--- config.mk ---
export PLATFORM = sky130hd
export DESIGN_NAME = fp_unpack_seq
export DESIGN_NICKNAME = d
export VERILOG_FILES = /design/src/rtl/fpu_pkg.sv /design/src/rtl/lzc_step.sv /design/src/rtl/fp_unpack_seq.sv
export SDC_FILE = /design/constraint.sdc
export NUM_CORES = 1
export LEC_CHECK = 0
export BUFFER_PORTS_ARGS = -buffer_cell sky130_fd_sc_hd__buf_4
export CORE_MARGIN = 3
export CORE_UTILIZATION = 33
export CTS_CLUSTER_DIAMETER = 200
export DETAILED_ROUTE_END_ITERATION = 16
export SYNTH_ARGS = -nofsm -noshare
export SYNTH_HDL_FRONTEND = slang
export SYNTH_SLANG_ARGS = --single-unit
--- constraint.sdc ---
create_clock -name clk -period 4.32 [get_ports clk]
set_input_delay 0.216 -clock clk [delete_from_list [all_inputs] [get_ports clk]]
set_output_delay 0.216 -clock clk [all_outputs]
set_load 0.005 [all_outputs]
--- src/rtl/fpu_pkg.sv ---
// Shared widths, IEEE-754 constants and types for the FPU operand path.
// The unpacked_t layout matches what the rounder/packer consumes.
package fpu_pkg;

   localparam int EXP_W = 13;
   localparam int SIG_W = 53;

   localparam logic [EXP_W-1:0] BIAS_D  = 13'd1023;
   localparam logic [EXP_W-1:0] BIAS_S  = 13'd127;
   localparam logic [10:0]      EMAXF_D = 11'd2047;
   localparam logic [10:0]      EMAXF_S = 11'd255;

   typedef enum logic [1:0] {
      IDLE,
      NORM,
      DONE
   } state_t;

   typedef struct packed {
      logic zero;
      logic inf;
      logic nan;
      logic snan;
      logic denorm;
   } flags_t;

   typedef struct packed {
      logic             sign;
      logic [EXP_W-1:0] er;
      logic [SIG_W-1:0] fr;
      logic [5:0]       lz;
      flags_t           flags;
   } unpacked_t;

endpackage

--- src/rtl/lzc_step.sv ---
// Leading-zero count of a significand, saturated at SHIFT_STEP so the
// normaliser never shifts further than one step allows in a single cycle.
module lzc_step
   import fpu_pkg::*;
#(
   parameter int SHIFT_STEP = 8
) (
   input  logic [SIG_W-1:0] fr_i,
   output logic [6:0]       cnt_o
);

   logic [6:0] full_cnt;

   always_comb begin
      full_cnt = 7'(SIG_W);
      // Scanning upward lets the most significant set bit win.
      for (int i = 0; i < SIG_W; i++) begin
         if (fr_i[i]) begin
            full_cnt = 7'(SIG_W - 1 - i);
         end
      end
      cnt_o = (full_cnt > 7'(SHIFT_STEP)) ? 7'(SHIFT_STEP) : full_cnt;
   end

endmodule

--- src/rtl/fp_unpack_seq.sv ---
// Sequential IEEE-754 single/double unpacker: classifies the operand and
// normalises denormals up to SHIFT_STEP bit positions per cycle.
module fp_unpack_seq
   import fpu_pkg::*;
#(
   parameter int SHIFT_STEP = 8
) (
   input  logic             clk,
   input  logic             rst,
   input  logic             in_valid,
   output logic             in_ready,
   input  logic [63:0]      operand,
   input  logic             db,
   output logic             out_valid,
   input  logic             out_ready,
   output logic             sign,
   output logic [EXP_W-1:0] er,
   output logic [SIG_W-1:0] fr,
   output logic [5:0]       lz,
   output logic             ZERO,
   output logic             INF,
   output logic             NAN,
   output logic             SNAN,
   output logic             DENORM
);

   state_t           state_q, state_d;
   unpacked_t        res_q, res_d;

   logic             sign_f;
   logic [10:0]      exp_f;
   logic [51:0]      frac_f;
   logic [EXP_W-1:0] bias;
   logic [10:0]      emaxf;
   logic [6:0]       step_k;
   logic [SIG_W-1:0] fr_shift;

   // Singles are left-aligned into the double fraction field.
   assign sign_f = db ? operand[63]     : operand[31];
   assign exp_f  = db ? operand[62:52]  : {3'b000, operand[30:23]};
   assign frac_f = db ? operand[51:0]   : {operand[22:0], 29'd0};
   assign bias   = db ? BIAS_D  : BIAS_S;
   assign emaxf  = db ? EMAXF_D : EMAXF_S;

   lzc_step #(
      .SHIFT_STEP (SHIFT_STEP)
   ) u_lzc_step (
      .fr_i  (res_q.fr),
      .cnt_o (step_k)
   );

   assign fr_shift = res_q.fr << step_k;

   always_comb begin
      state_d = state_q;
      res_d   = res_q;
      unique case (state_q)
         IDLE: begin
            if (in_valid) begin
               res_d      = '0;
               res_d.sign = sign_f;
               if (exp_f == 11'd0 && frac_f == 52'd0) begin
                  res_d.flags.zero = 1'b1;
                  state_d          = DONE;
               end else if (exp_f == 11'd0) begin
                  res_d.flags.denorm = 1'b1;
                  res_d.fr           = {1'b0, frac_f};
                  res_d.er           = 13'd1 - bias;
                  state_d            = NORM;
               end else begin
                  res_d.er = {2'b00, exp_f} - bias;
                  res_d.fr = {1'b1, frac_f};
                  if (exp_f == emaxf) begin
                     res_d.flags.inf  = (frac_f == 52'd0);
                     res_d.flags.nan  = (frac_f != 52'd0);
                     res_d.flags.snan = (frac_f != 52'd0) && !frac_f[51];
                  end
                  state_d = DONE;
               end
            end
         end
         NORM: begin
            res_d.fr = fr_shift;
            res_d.er = res_q.er - {6'd0, step_k};
            res_d.lz = res_q.lz + step_k[5:0];
            if (fr_shift[SIG_W-1]) begin
               state_d = DONE;
            end
         end
         DONE: begin
            if (out_ready) begin
               state_d = IDLE;
            end
         end
         default: state_d = IDLE;
      endcase
   end

   always_ff @(posedge clk) begin
      if (rst) begin
         state_q <= IDLE;
         res_q   <= '0;
      end else begin
         state_q <= state_d;
         res_q   <= res_d;
      end
   end

   assign in_ready  = (state_q == IDLE);
   assign out_valid = (state_q == DONE);
   assign sign      = res_q.sign;
   assign er        = res_q.er;
   assign fr        = res_q.fr;
   assign lz        = res_q.lz;
   assign ZERO      = res_q.flags.zero;
   assign INF       = res_q.flags.inf;
   assign NAN       = res_q.flags.nan;
   assign SNAN      = res_q.flags.snan;
   assign DENORM    = res_q.flags.denorm;

endmodule
# [Yosys cells after proc, flatten, opt, wreduce, memory -nomap -nowiden]
# Index checks and enable logic that the tools add are counted.
[op_classes] add_sub_neg=4 n_lt_le_gt_ge=1 eq_ne=6 shifts=1 muxes=74 n_reduce_logical=11
[ops] cell="$mux W6" n=33
[ops] cell="$pmux W72 S2" n=1
[ops] cell="$mux W66" n=2
[ops] cell="$mux W5" n=16
[ops] cell="$mux W77" n=1
[ops] cell="$shl A53 B7 Y53" n=1
[ops] cell="$logic_not A52 Y1" n=1
[ops] cell="$mux W52" n=1
[ops] cell="$reduce_bool A52 Y1" n=1
[ops] cell="$mux W11" n=2
[ops] cell="$mux W3" n=6
[ops] cell="$sub A13 B7 Y13" n=1
[ops] cell="$sub A11 B10 Y12" n=1
[ops] cell="$eq A11 B11 Y1" n=1
[ops] cell="$logic_not A11 Y1" n=1
[ops] cell="$sub A1 B10 Y11 const A" n=1
[ops] cell="$mux W10" n=1
[ops] cell="$mux W2" n=5
[ops] cell="$add A6 B6 Y6" n=1
[ops] cell="$gt A6 B4 Y1 const B" n=1
[ops] cell="$pmux W2 S3" n=1
[ops] cell="$mux W1" n=4
[ops] cell="$mux W4" n=1
[ops] cell="$ne A2 B2 Y1 const B" n=2
[ops] cell="other kinds (9)" n=11
[word_totals] reg_bits=80 in_bits=69 out_inout_bits=80 word_cells=107

# [Depth between registers and ports, before layout]
# Gate-level depths: netlist of run 1.
[depth] depth_word=58 ltp_mapped=20 mapped_depth_nobuf=16

# [Modules after synthesis]
# A second synthesis of run 1 with hierarchy kept.
[hier_totals] hier_cells=989 area_unflattened_um2=7785.0
[modules_own_cells] module="fp_unpack_seq" instances=1 cells_per_inst=970 area_per_inst_um2=7673.6 seq_area_each_um2=1601.5
[modules_own_cells] module="lzc_step" instances=1 cells_per_inst=19 area_per_inst_um2=111.4 seq_area_each_um2=0.0

# [Worst setup path after synthesis of run 1]
# OpenSTA, ideal clock, no wires.
[synth_path] path_kind="register to register" start="register res_q, in the netlist fr[45]" end="register res_q, in the netlist er[12]" setup_time_ns=0.070 t_arrival_ns=3.756 required_time_ns=4.250 slack_ns=0.494 path_stages_with_launch=20 path_buffers=3 period_less_slack_ns=3.826 cell_sequence="dfxtp_1 nand2b_1 a21oi_1 o41a_4 or2_1 buf_6 buf_8 buf_2 inv_1 ha_1 inv_1 fa_1 a21o_1 a21oi_1 o21ai_0 a211oi_1 nand2_1 nor4_1 o21ai_0 a21oi_1"
[synth_via] elab_chain_len=12
[synth_rtl] item="start: declaration" line="fp_unpack_seq.sv:28" text="unpacked_t res_q, res_d;"
[synth_rtl] item="start signal: assignment" line="fp_unpack_seq.sv:105" text="res_q <= res_d;"
[synth_rtl] item="$mux W6 * (8 in series)" line="lzc_step.sv:18" text="if (fr_i[i]) begin"
[synth_rtl] item="$gt A6 B4 Y1" line="lzc_step.sv:22" text="cnt_o = (full_cnt > 7'(SHIFT_STEP)) ? 7'(SHIFT_STEP) : full_cnt;"
[synth_rtl] item="$mux W6 *" line="lzc_step.sv:22"
[synth_rtl] item="$sub A13 B7 Y13 *" line="fp_unpack_seq.sv:84" text="res_d.er = res_q.er - {6'd0, step_k};"
[synth_rtl] item="$pmux W72 S2 *" line="fp_unpack_seq.sv:57" text="unique case (state_q)"
# Every way passes the cells marked *; elsewhere a longest branch is shown, timed or not.
# A chain may end at the register's enable or synchronous reset.

# [Worst setup path in the final report of run 1]
# Same ends and word-level chain as after synthesis.

==> impl_metrics.json, run 1 <==
{
  "io-pin-count": 149,
  "clkTransAtPathRegs_ns": 0.07,
  "synthesis.instances": 968,
  "yosys_warnings": 0,
  "synth_edf_count": 0,
  "slew_headroom_pct": 37.1,
  "hpwl_mm": 23.4,
  "hold_path_class": "input pin to flip-flop",
  "multi_input_area_mm2": 0.00524,
  "power.ir.vdd_worst_uv": 180,
  "synth_top_area_share_pct": 22.1,
  "design.die.area_mm2": 0.0238,
  "syn_area_per_cell_um2": 7.49,
  "holdBufCountCts": 0,
  "global_route.usage.total_pct": 25.5,
  "timing.critical_path.arrival_ns": 4.16,
  "grt_setup_unrepaired": "false",
  "antenna_left": 0,
  "netlist_area_mm2": 0.00725,
  "outcome": "completed",
  "starting_density_pct": 34.1,
  "fin_worst_skew_ns": 0.0130,
  "fmaxAchievable_mhz": 258,
  "layout_worst_path_cycle_share_pct": 89.8,
  "clock_sinks": 80,
  "finalSetupTns_ns": 0,
  "final_common_cell": "sky130_fd_sc_hd__buf_4",
  "critical_path_class": "flip-flop to flip-flop",
  "route.detailed.wl_per_inst_um": 23.4,
  "first_pass_iters": 5,
  "most-common-layout-cells": "169 x sky130_fd_sc_hd__buf_4, 121 x sky130_fd_sc_hd__nor2_1, 97 x sky130_fd_sc_hd__mux2i_1",
  "cts.path.max_buffers": 2,
  "cp_data_required_time_ns": 4.60,
  "endpoint_kind": "flip-flop",
  "hold_violations": 0,
  "detailed_routed_wire_length_on_met2_mm": 13.5,
  "crit_chain": "nand2b_1 > a21oi_1 > o41a_4 > or2_2 > inv_1 > ha_1 > inv_1 > fa_1 > a21o_1 > a21oi_1 > o21ai_0 > a211oi_1 > nand2_1 > nor4_1 > o21ai_0 > a21oi_1",
  "synth.distinct_cells": 71,
  "tritoncts.num_buffers": 9,
  "ys_ff_latch": 80,
  "synthDominantAreaCellType": "sky130_fd_sc_hd__dfxtp_1",
  "port_buffers": 148,
  "cts_max_level": 3,
  "static-leakage-power_nw": 3.65,
  "final_net_count": 1157,
  "synth-async-reset-ratio_pct": 0,
  "topRoutingLayerUsed": "met4",
  "worst_path_max_delay_cell": "sky130_fd_sc_hd__dfxtp_1",
  "timing_worst_slew_pin_value_ns": 0.943,
  "cts_resized": 0,
  "chipWidth_um": 154,
  "drt-vias-per-instance": 6.25,
  "cap_viol_max_count": 0,
  "wl_met1_mm": 13.7,
  "grt_pass1_vias": 7942,
  "rows": 53,
  "area_growth_pct": 22.2,
  "synth-main-ff-cell": "sky130_fd_sc_hd__dfxtp_1",
  "kind_of_cell_adding_the_most_delay_to_the_critical_path": "compound AO/OA/AOI/OAI gates",
  "critPathBufInv": 2,
  "overflow": 0,
  "placeableCoreArea_mm2": 0.0213,
  "drt-total-wl_mm": 31.6,
  "via_count": 8453,
  "power-per-cell-area_mw_per_mm2": 322,
  "diodes": 0,
  "routabilityCongestion": 0.971,
  "final_period_demand_of_the_worst_path_ns": 3.88,
  "final_layout_size_suffix_gt1_share_pct": 20.3,
  "seq_area_frac_synth_pct": 22.1,
  "drtIter0Drc": 1069,
  "floorplan.die.height_um": 154,
  "timing.critical_path.slowest_cell_delay_ns": 0.47,
  "n_fill_cell": 2208,
  "antenna_found_initial": 0,
  "critical-path-top-cell-by-count": "sky130_fd_sc_hd__a21oi_1",
  "cts_tree": "yes",
  "worstSetupStartpointType": "flip-flop",
  "routed_wire_length_on_met3_mm": 3.16,
  "totalPowerFinal_mw": 2.85,
  "cts_setup_buffers": 0,
  "post-route-drc-count": 0,
  "cts.root.buffer_cell": "sky130_fd_sc_hd__clkbuf_16",
  "slew_violations": 0,
  "synth_area_leaders": "sky130_fd_sc_hd__dfxtp_1 22%, sky130_fd_sc_hd__mux2i_1 13%, sky130_fd_sc_hd__nor2_1 6.4%, sky130_fd_sc_hd__a21oi_1 5.2%, sky130_fd_sc_hd__nor3_1 4.4%",
  "finalSetupViolations": 0,
  "largest_net_degree_at_the_start_of_global_routing": 83,
  "clock_latency_ns": 0.36,
  "wire_length_of_the_first_global_routing_pass_mm": 48.3,
  "area.sequential_mm2": 0.00160,
  "crit_path_max_fanout": 8
}
cells in the mapped netlist, types with 4 or more instances:
cell	n
sky130_fd_sc_hd__a21oi_1	75
sky130_fd_sc_hd__and3_1	5
sky130_fd_sc_hd__nor3_1	64
sky130_fd_sc_hd__mux2i_1	97
sky130_fd_sc_hd__nand2_1	74
sky130_fd_sc_hd__ha_1	13
sky130_fd_sc_hd__mux2i_2	10
sky130_fd_sc_hd__a211o_1	7
sky130_fd_sc_hd__o22ai_1	15
sky130_fd_sc_hd__or4_1	5
sky130_fd_sc_hd__nand4_1	4
sky130_fd_sc_hd__a22oi_1	9
sky130_fd_sc_hd__or3_1	4
sky130_fd_sc_hd__a21o_1	4
sky130_fd_sc_hd__o2bb2ai_1	4
sky130_fd_sc_hd__a31oi_1	8
sky130_fd_sc_hd__a221oi_2	4
sky130_fd_sc_hd__dfxtp_1	80
sky130_fd_sc_hd__clkbuf_1	45
sky130_fd_sc_hd__buf_1	8
sky130_fd_sc_hd__nor2b_1	13
sky130_fd_sc_hd__o21ai_0	43
sky130_fd_sc_hd__nor2_1	124
sky130_fd_sc_hd__nand3_1	21
sky130_fd_sc_hd__a211oi_1	19
sky130_fd_sc_hd__xnor2_1	7
sky130_fd_sc_hd__o221ai_1	17
sky130_fd_sc_hd__o211ai_1	4
sky130_fd_sc_hd__o21bai_1	13
sky130_fd_sc_hd__buf_2	18
sky130_fd_sc_hd__xor2_1	8
sky130_fd_sc_hd__nor4_1	20
sky130_fd_sc_hd__a221o_1	4
sky130_fd_sc_hd__inv_1	19
sky130_fd_sc_hd__nand2b_1	8
sky130_fd_sc_hd__a221oi_1	31
sky130_fd_sc_hd__a311oi_1	5
worst paths after layout:
check	end	startpoint	slack (ns)	cells past startpoint
hold / removal	fr[19]	operand[19]	0.15	3
setup / recovery	er[12]	fr[45]	0.44	16
hold reg to reg	NAN	NAN	0.46	1
setup reg to reg	er[12]	fr[45]	0.44	16
state kept, by name (all words and copies together) (netlist names):
| signal | count |
|---|---|
| DENORM | 1 |
| INF | 1 |
| NAN | 1 |
| SNAN | 1 |
| ZERO | 1 |
| er | 13 |
| fr | 53 |
| lz | 6 |
| sign | 1 |
| state_q | 2 |
logic make-up (layout without fill, tap and decap cells):
group	Yosys count	count (layout)	synth area share [%]
simple gates	355	355	22.6
buf+inv	96	205	5.90
xor+xnor	15	15	1.81
flops	80	80	22.1
compound gates	294	294	28.6
fa+ha+maj	15	15	2.80
other cells	2	3	0.104
mux	111	111	16.1
per-stage QoR:
stage,setup slack [ns],instances,hold slack (ns),utilization [%],area (µm²)
after floorplan,0.494,969,0.362,-,7250
after global placement,0.540,1337,0.445,40.1,8530
after detailed placement,0.496,1337,0.454,40.1,8530
after CTS,0.459,1353,0.144,41.6,8860
after global routing,0.0648,1353,0.169,41.6,8860
final,0.441,1353,0.151,41.6,8860
power breakdown:
group	total, mW	switching [mW]	internal (mW)
combinational	1.09	0.652	0.439
sequential	0.881	0.0975	0.783
clock	0.878	0.352	0.526
total	2.85	1.10	1.75
worst register-to-register path: cells and delay by family (launching register included):
kind	cells	cell delay, ns
buffers and inverters	2	0.18
adder cells (fa/ha/maj)	2	0.61
AO/OA/AOI/OAI	8	1.75
AND/OR/NAND/NOR	4	0.78
flip-flops	1	0.47
final cells by class:
cell class	instances	area share (%)
multi-input combinational	793	59.2
sequential	80	18.1
timing repair buffer	169	14.3
tap	275	3.88
clock buffer	10	2.70
clock inverter	6	1.02
inverter	20	0.847
routing by layer:
layer / GRT usage (%) / vias to the layer above
met5: 0 / -
met4: 10.3 / 0
met3: 5.46 / 85
met2: 37.5 / 541
met1: 36.3 / 3961
li1: - / 3866
(Power assumes the default switching activity.)
==> inputs of run 2 (changes only) <==
--- a/config.mk
+++ b/config.mk
@@ -8,8 +8,10 @@
 export BUFFER_PORTS_ARGS = -buffer_cell sky130_fd_sc_hd__buf_4
 export CORE_MARGIN = 3
 export CORE_UTILIZATION = 33
+export CTS_BUF_LIST = sky130_fd_sc_hd__clkbuf_8
 export CTS_CLUSTER_DIAMETER = 200
 export DETAILED_ROUTE_END_ITERATION = 16
+export RECOVER_POWER = 100
 export SYNTH_ARGS = -nofsm -noshare
 export SYNTH_HDL_FRONTEND = slang
 export SYNTH_SLANG_ARGS = --single-unit
==> run 2 against run 1 <==
The flow now finishes with violations (capacitance limit, slew limit). Final cell count is the same. Routed wire length shrank 0.40%. Non-clock buffer count stayed put. Clock power fell by 24%. Clock-buffer cell count unchanged. Highest routed layer unchanged.
==> impl_metrics.json, run 2 (synthesized netlist as in run 1, its figures left out) <==
{
  "clkTransAtPathRegs_ns": 0.09,
  "layout_worst_path_cycle_share_pct": 93.4,
  "gr-usage-met2_pct": 37.5,
  "antenna_left": 0,
  "starting_density_pct": 34.1,
  "outcome": "finished with violations",
  "design.die.area_mm2": 0.0238,
  "post_route_hold_slack_ns": 0.120,
  "critPathBufInv": 3,
  "r2r.worst_path.cells": 16,
  "tritoncts.num_buffers": 9,
  "io-pin-count": 149,
  "placeableCoreArea_mm2": 0.0213,
  "clock_sinks": 80,
  "power-per-cell-area_mw_per_mm2": 303,
  "overflow": 0,
  "timing.critical_path.slowest_cell_delay_ns": 0.98,
  "via_count": 8424,
  "endpoint_kind": "flip-flop",
  "largest_net_degree_at_the_start_of_global_routing": 83,
  "clock_latency_ns": 0.39,
  "largest_register_ff_count": 53,
  "final_period_demand_of_the_worst_path_ns": 4.03,
  "wire_length_of_the_first_global_routing_pass_mm": 48.3,
  "chipWidth_um": 154,
  "rows": 53,
  "timing_worst_slew_pin_value_ns": 1.56,
  "cap_viol_max_count": 2,
  "diodes": 0,
  "cts_setup_buffers": 0,
  "post-route-drc-count": 0,
  "slew_headroom_pct": -3.93,
  "drt-vias-per-instance": 6.23,
  "timing.critical_path.arrival_ns": 4.26,
  "final.setup.worst_slack_ns": 0.286,
  "totalPowerFinal_mw": 2.63,
  "worst_path_max_delay_cell": "sky130_fd_sc_hd__clkbuf_2",
  "drtIter0Drc": 1054,
  "first_pass_iters": 7,
  "finalSetupViolations": 0,
  "postPlaceCellArea_mm2": 0.00853,
  "cts.path.max_buffers": 2,
  "static-leakage-power_nw": 3.50,
  "holdBufCountCts": 0,
  "fmaxAchievable_mhz": 248,
  "hold_path_class": "input pin to flip-flop",
  "cts_tree": "yes",
  "fin_worst_skew_ns": 0.0213,
  "power.ir.vdd_worst_uv": 128,
  "timing.hold.worst_path_depth": 3,
  "hold_violations": 0,
  "finalInstanceArea_mm2": 0.00866,
  "grt_pass1_vias": 7919,
  "area_growth_pct": 19.5,
  "crit_chain": "clkbuf_2 > mux2i_1 > clkbuf_1 > ha_1 > o2111a_1 > a41o_1 > nor2_2 > clkbuf_1 > a211o_1 > a221oi_1 > nor3_1",
  "grt_setup_unrepaired": "false",
  "slew_violations": 54,
  "critical-path-top-cell-by-count": "sky130_fd_sc_hd__clkbuf_1",
  "cts.root.buffer_cell": "sky130_fd_sc_hd__clkbuf_8",
  "layout.core_utilization_pct": 40.7,
  "final_layout_size_suffix_gt1_share_pct": 18.5,
  "violations": "capacitance limit, slew limit",
  "route.detailed.wl_per_inst_um": 23.3,
  "global_route.usage.total_pct": 25.6,
  "use_met1_pct": 36.4,
  "hpwl_mm": 23.4,
  "floorplan.die.height_um": 154,
  "critical_path_class": "input pin to flip-flop",
  "final_common_cell": "sky130_fd_sc_hd__nor2_1",
  "use_met3_pct": 5.54,
  "crit-reg2reg-launch": "fr[45]",
  "finalSetupTns_ns": 0,
  "drt-total-wl_mm": 31.5,
  "most-common-layout-cells": "122 x sky130_fd_sc_hd__nor2_1, 97 x sky130_fd_sc_hd__mux2i_1, 85 x sky130_fd_sc_hd__buf_4",
  "antenna_found_initial": 0,
  "worstSetupStartpointType": "input pin",
  "port_buffers": 148,
  "worst_reg2reg_endpoint": "er[12]",
  "fin_cells": 1353,
  "hold_path_end": "fr[21]",
  "cts_max_level": 3,
  "kind_of_cell_adding_the_most_delay_to_the_critical_path": "buffers and inverters",
  "cts_resized": 0,
  "preCtsSetupSlack_ns": 0.496,
  "hp-start": "operand[21]",
  "busiest_layer": "met2",
  "routabilityCongestion": 0.971,
  "final_net_count": 1157,
  "r2r_slack_ns": 0.45,
  "crit_path_max_fanout": 55,
  "cp_data_required_time_ns": 4.55,
  "dp.cells": 1337
}
[run 2: worst max path at each step]
stage	depth (start not counted)	startpoint	slack, ns	endpoint
after floorplan	19	fr[45]	0.49	er[12]
after global placement	16	fr[45]	0.54	er[12]
after detailed placement	16	fr[45]	0.50	er[12]
after CTS	16	fr[45]	0.45	er[12]
after global routing	11	db	0.06	fr[23]
final	11	db	0.29	fr[23]
[run 2: final cells by class]
type                       instances  area, µm²
clock buffer                      10        138
clock inverter                     6       90.1
fill                            2228      12600
inverter                          20       75.1
multi-input combinational        793       5200
sequential                        80       1600
tap                              275        344
timing repair buffer             169       1220
[run 2: tightest hold or removal path: cells and delay by family]
family	cells	cell delay, ns
buf+inv	1	0.11
simple gates	2	0.14
[run 2: where the power goes]
group	leakage (nW)	switching (mW)	internal, mW
logic	2.73	0.648	0.430
registers	0.657	0.0967	0.783
clock network	0.113	0.326	0.345
total	3.50	1.07	1.56
[run 2: per-layer routing]
metal  vias up  wire, µm
met5         -         0
met4         0      1320
met3        90      3170
met2       546     13500
met1      3923     13500
li1       3865         -
==> inputs of run 3 (changes only) <==
==> constraint.sdc (replaced) <==
create_clock -name clk -period 3.35 [get_ports clk]
set_input_delay 0.1675 -clock clk [delete_from_list [all_inputs] [get_ports clk]]
set_output_delay 0.1675 -clock clk [all_outputs]
set_load 0.005 [all_outputs]
==> run 3 against run 2 <==
The flow now finishes without violations. Critical path depth up 6. Worst hold slack lost 0.055 ns. Power increased by 29%. Critical path type is now flip-flop to flip-flop. Largest power group unchanged.
==> impl_metrics.json, run 3 (synthesized netlist as in run 1, its figures left out) <==
{
  "clock_latency_ns": 0.39,
  "layout_worst_path_cycle_share_pct": 97.9,
  "hold_path_end": "fr[19]",
  "grt_setup_unrepaired": "true",
  "largest_register_ff_count": 53,
  "global_route.usage.total_pct": 25.7,
  "first_pass_iters": 5,
  "final_common_cell": "sky130_fd_sc_hd__buf_4",
  "floorplan.die.height_um": 154,
  "cts_tree": "yes",
  "final_layout_size_suffix_gt1_share_pct": 22.7,
  "grt_pass1_vias": 8048,
  "power.ir.vdd_worst_uv": 166,
  "antenna_found_initial": 0,
  "post-route-drc-count": 0,
  "critical_path_class": "flip-flop to flip-flop",
  "holdBufCountCts": 0,
  "cts.path.max_buffers": 2,
  "io-pin-count": 149,
  "cap_viol_max_count": 0,
  "timing.critical_path.arrival_ns": 3.59,
  "worst_reg2reg_endpoint": "er[10]",
  "postPlaceCellArea_mm2": 0.00871,
  "crit_path_max_fanout": 4,
  "routabilityCongestion": 0.949,
  "clock_sinks": 80,
  "slew_violations": 0,
  "design.die.area_mm2": 0.0238,
  "timing_worst_slew_pin_value_ns": 0.896,
  "worstSetupStartpointType": "flip-flop",
  "finalSetupViolations": 0,
  "slew_headroom_pct": 40.2,
  "route.detailed.wl_per_inst_um": 23.1,
  "fmaxAchievable_mhz": 305,
  "path_depth": 17,
  "antenna_left": 0,
  "timing.critical_path.slowest_cell_delay_ns": 0.37,
  "wire_length_of_the_first_global_routing_pass_mm": 48.9,
  "hpwl_mm": 23.8,
  "hp-start": "operand[19]",
  "cts.root.buffer_cell": "sky130_fd_sc_hd__clkbuf_8",
  "fin_worst_skew_ns": 0.0138,
  "most-common-layout-cells": "170 x sky130_fd_sc_hd__buf_4, 121 x sky130_fd_sc_hd__nor2_1, 97 x sky130_fd_sc_hd__mux2i_1",
  "finalInstanceArea_mm2": 0.00894,
  "chipWidth_um": 154,
  "placeableCoreArea_mm2": 0.0213,
  "outcome": "completed",
  "via_count": 8532,
  "totalPowerFinal_mw": 3.40,
  "hold_path_class": "input pin to flip-flop",
  "hold_violations": 0,
  "drt-vias-per-instance": 6.19,
  "final_net_count": 1183,
  "overflow": 0,
  "timing.hold.worst_path_depth": 3,
  "diodes": 0,
  "starting_density_pct": 34.1,
  "crit_chain": "nand2b_1 > a21oi_1 > o41a_4 > or2_2 > inv_2 > ha_1 > inv_1 > fa_2 > a21o_1 > a21oi_2 > o21ai_2 > a211oi_2 > nand2_1 > buf_4 > o22ai_1 > nand2_1 > a21oi_1",
  "n_fill_cell": 2254,
  "critPathBufInv": 3,
  "port_buffers": 148,
  "drt-total-wl_mm": 31.8,
  "static-leakage-power_nw": 3.70,
  "endpoint_kind": "flip-flop",
  "area_growth_pct": 23.3,
  "r2r.worst_path.cells": 17,
  "worst_path_max_delay_cell": "sky130_fd_sc_hd__fa_2",
  "drtIter0Drc": 976,
  "tritoncts.num_buffers": 9,
  "clkTransAtPathRegs_ns": 0.10,
  "rows": 53,
  "cts_max_level": 3,
  "cp_data_required_time_ns": 3.66,
  "kind_of_cell_adding_the_most_delay_to_the_critical_path": "compound AO/OA/AOI/OAI gates",
  "crit-reg2reg-launch": "fr[45]",
  "r2r_slack_ns": 0.07,
  "final_period_demand_of_the_worst_path_ns": 3.28,
  "power-per-cell-area_mw_per_mm2": 381,
  "largest_net_degree_at_the_start_of_global_routing": 59
}
-- run 3: area by class of cell --
class | instances | area [µm²] | share of cell area (%)
Timing Repair Buffer | 195 | 1460 | 16.3
Sequential cell | 80 | 1610 | 18.0
Tap cell | 275 | 344 | 3.85
Clock inverter | 7 | 77.6 | 0.868
Inverter | 20 | 75.1 | 0.840
Clock buffer | 9 | 124 | 1.39
Multi-Input combinational cell | 793 | 5260 | 58.8
-- run 3: metrics by stage --
stage	hold slack, ns	worst slack, ns	utilization (%)	TNS [ns]	std cells
after CTS	0.0407	0.0865	41.9	0	1375
final	0.0654	0.0693	42.0	0	1379
after global routing	0.0641	-0.0411	42.0	-0.0827	1379
after global placement	0.442	0.176	40.9	0	1359
after floorplan	0.314	-0.0669	-	-0.0669	969
after detailed placement	0.446	0.119	40.9	0	1359
-- run 3: layer usage --
layer	GRT usage [%]	part of all wire, %
met1	36.5	44
met2	37.9	43
met3	6.46	9.7
met4	8.49	3.1
met5	0	0
-- run 3: repair_timing --
| action | 4_1_cts | 5_1_grt |
|---|---|---|
| endpoints found under the setup margin | 0 | 4 |
| gates resized for setup | 0 | 2 |
| setup buffers | 0 | 4 |
-- run 3: worst max path at each step --
stage,start,to,slack [ns]
final,fr[45],er[10],0.07
after CTS,fr[50],er[12],0.09
after global routing,fr[45],er[12],-0.04
after global placement,fr[50],er[12],0.18
after detailed placement,fr[50],er[12],0.12
after floorplan,fr[48],er[12],-0.07
-- run 3: power by group --
part	total [mW]	switching [mW]	internal, mW	leakage [nW]
clock	0.802	0.448	0.355	0.101
sequential	1.12	0.113	1.01	0.658
combinational	1.48	0.868	0.608	2.94
total	3.40	1.43	1.97	3.70
-- run 3: worst register-to-register path, delay by kind of cell, from the launching register on --
kind	cells	cell delay (ns)
AOI/OAI and AO/OA	8	1.41
DFF	1	0.34
buffers and inverters	3	0.32
and+or+nand+nor	4	0.60
adders and majority gates	2	0.54
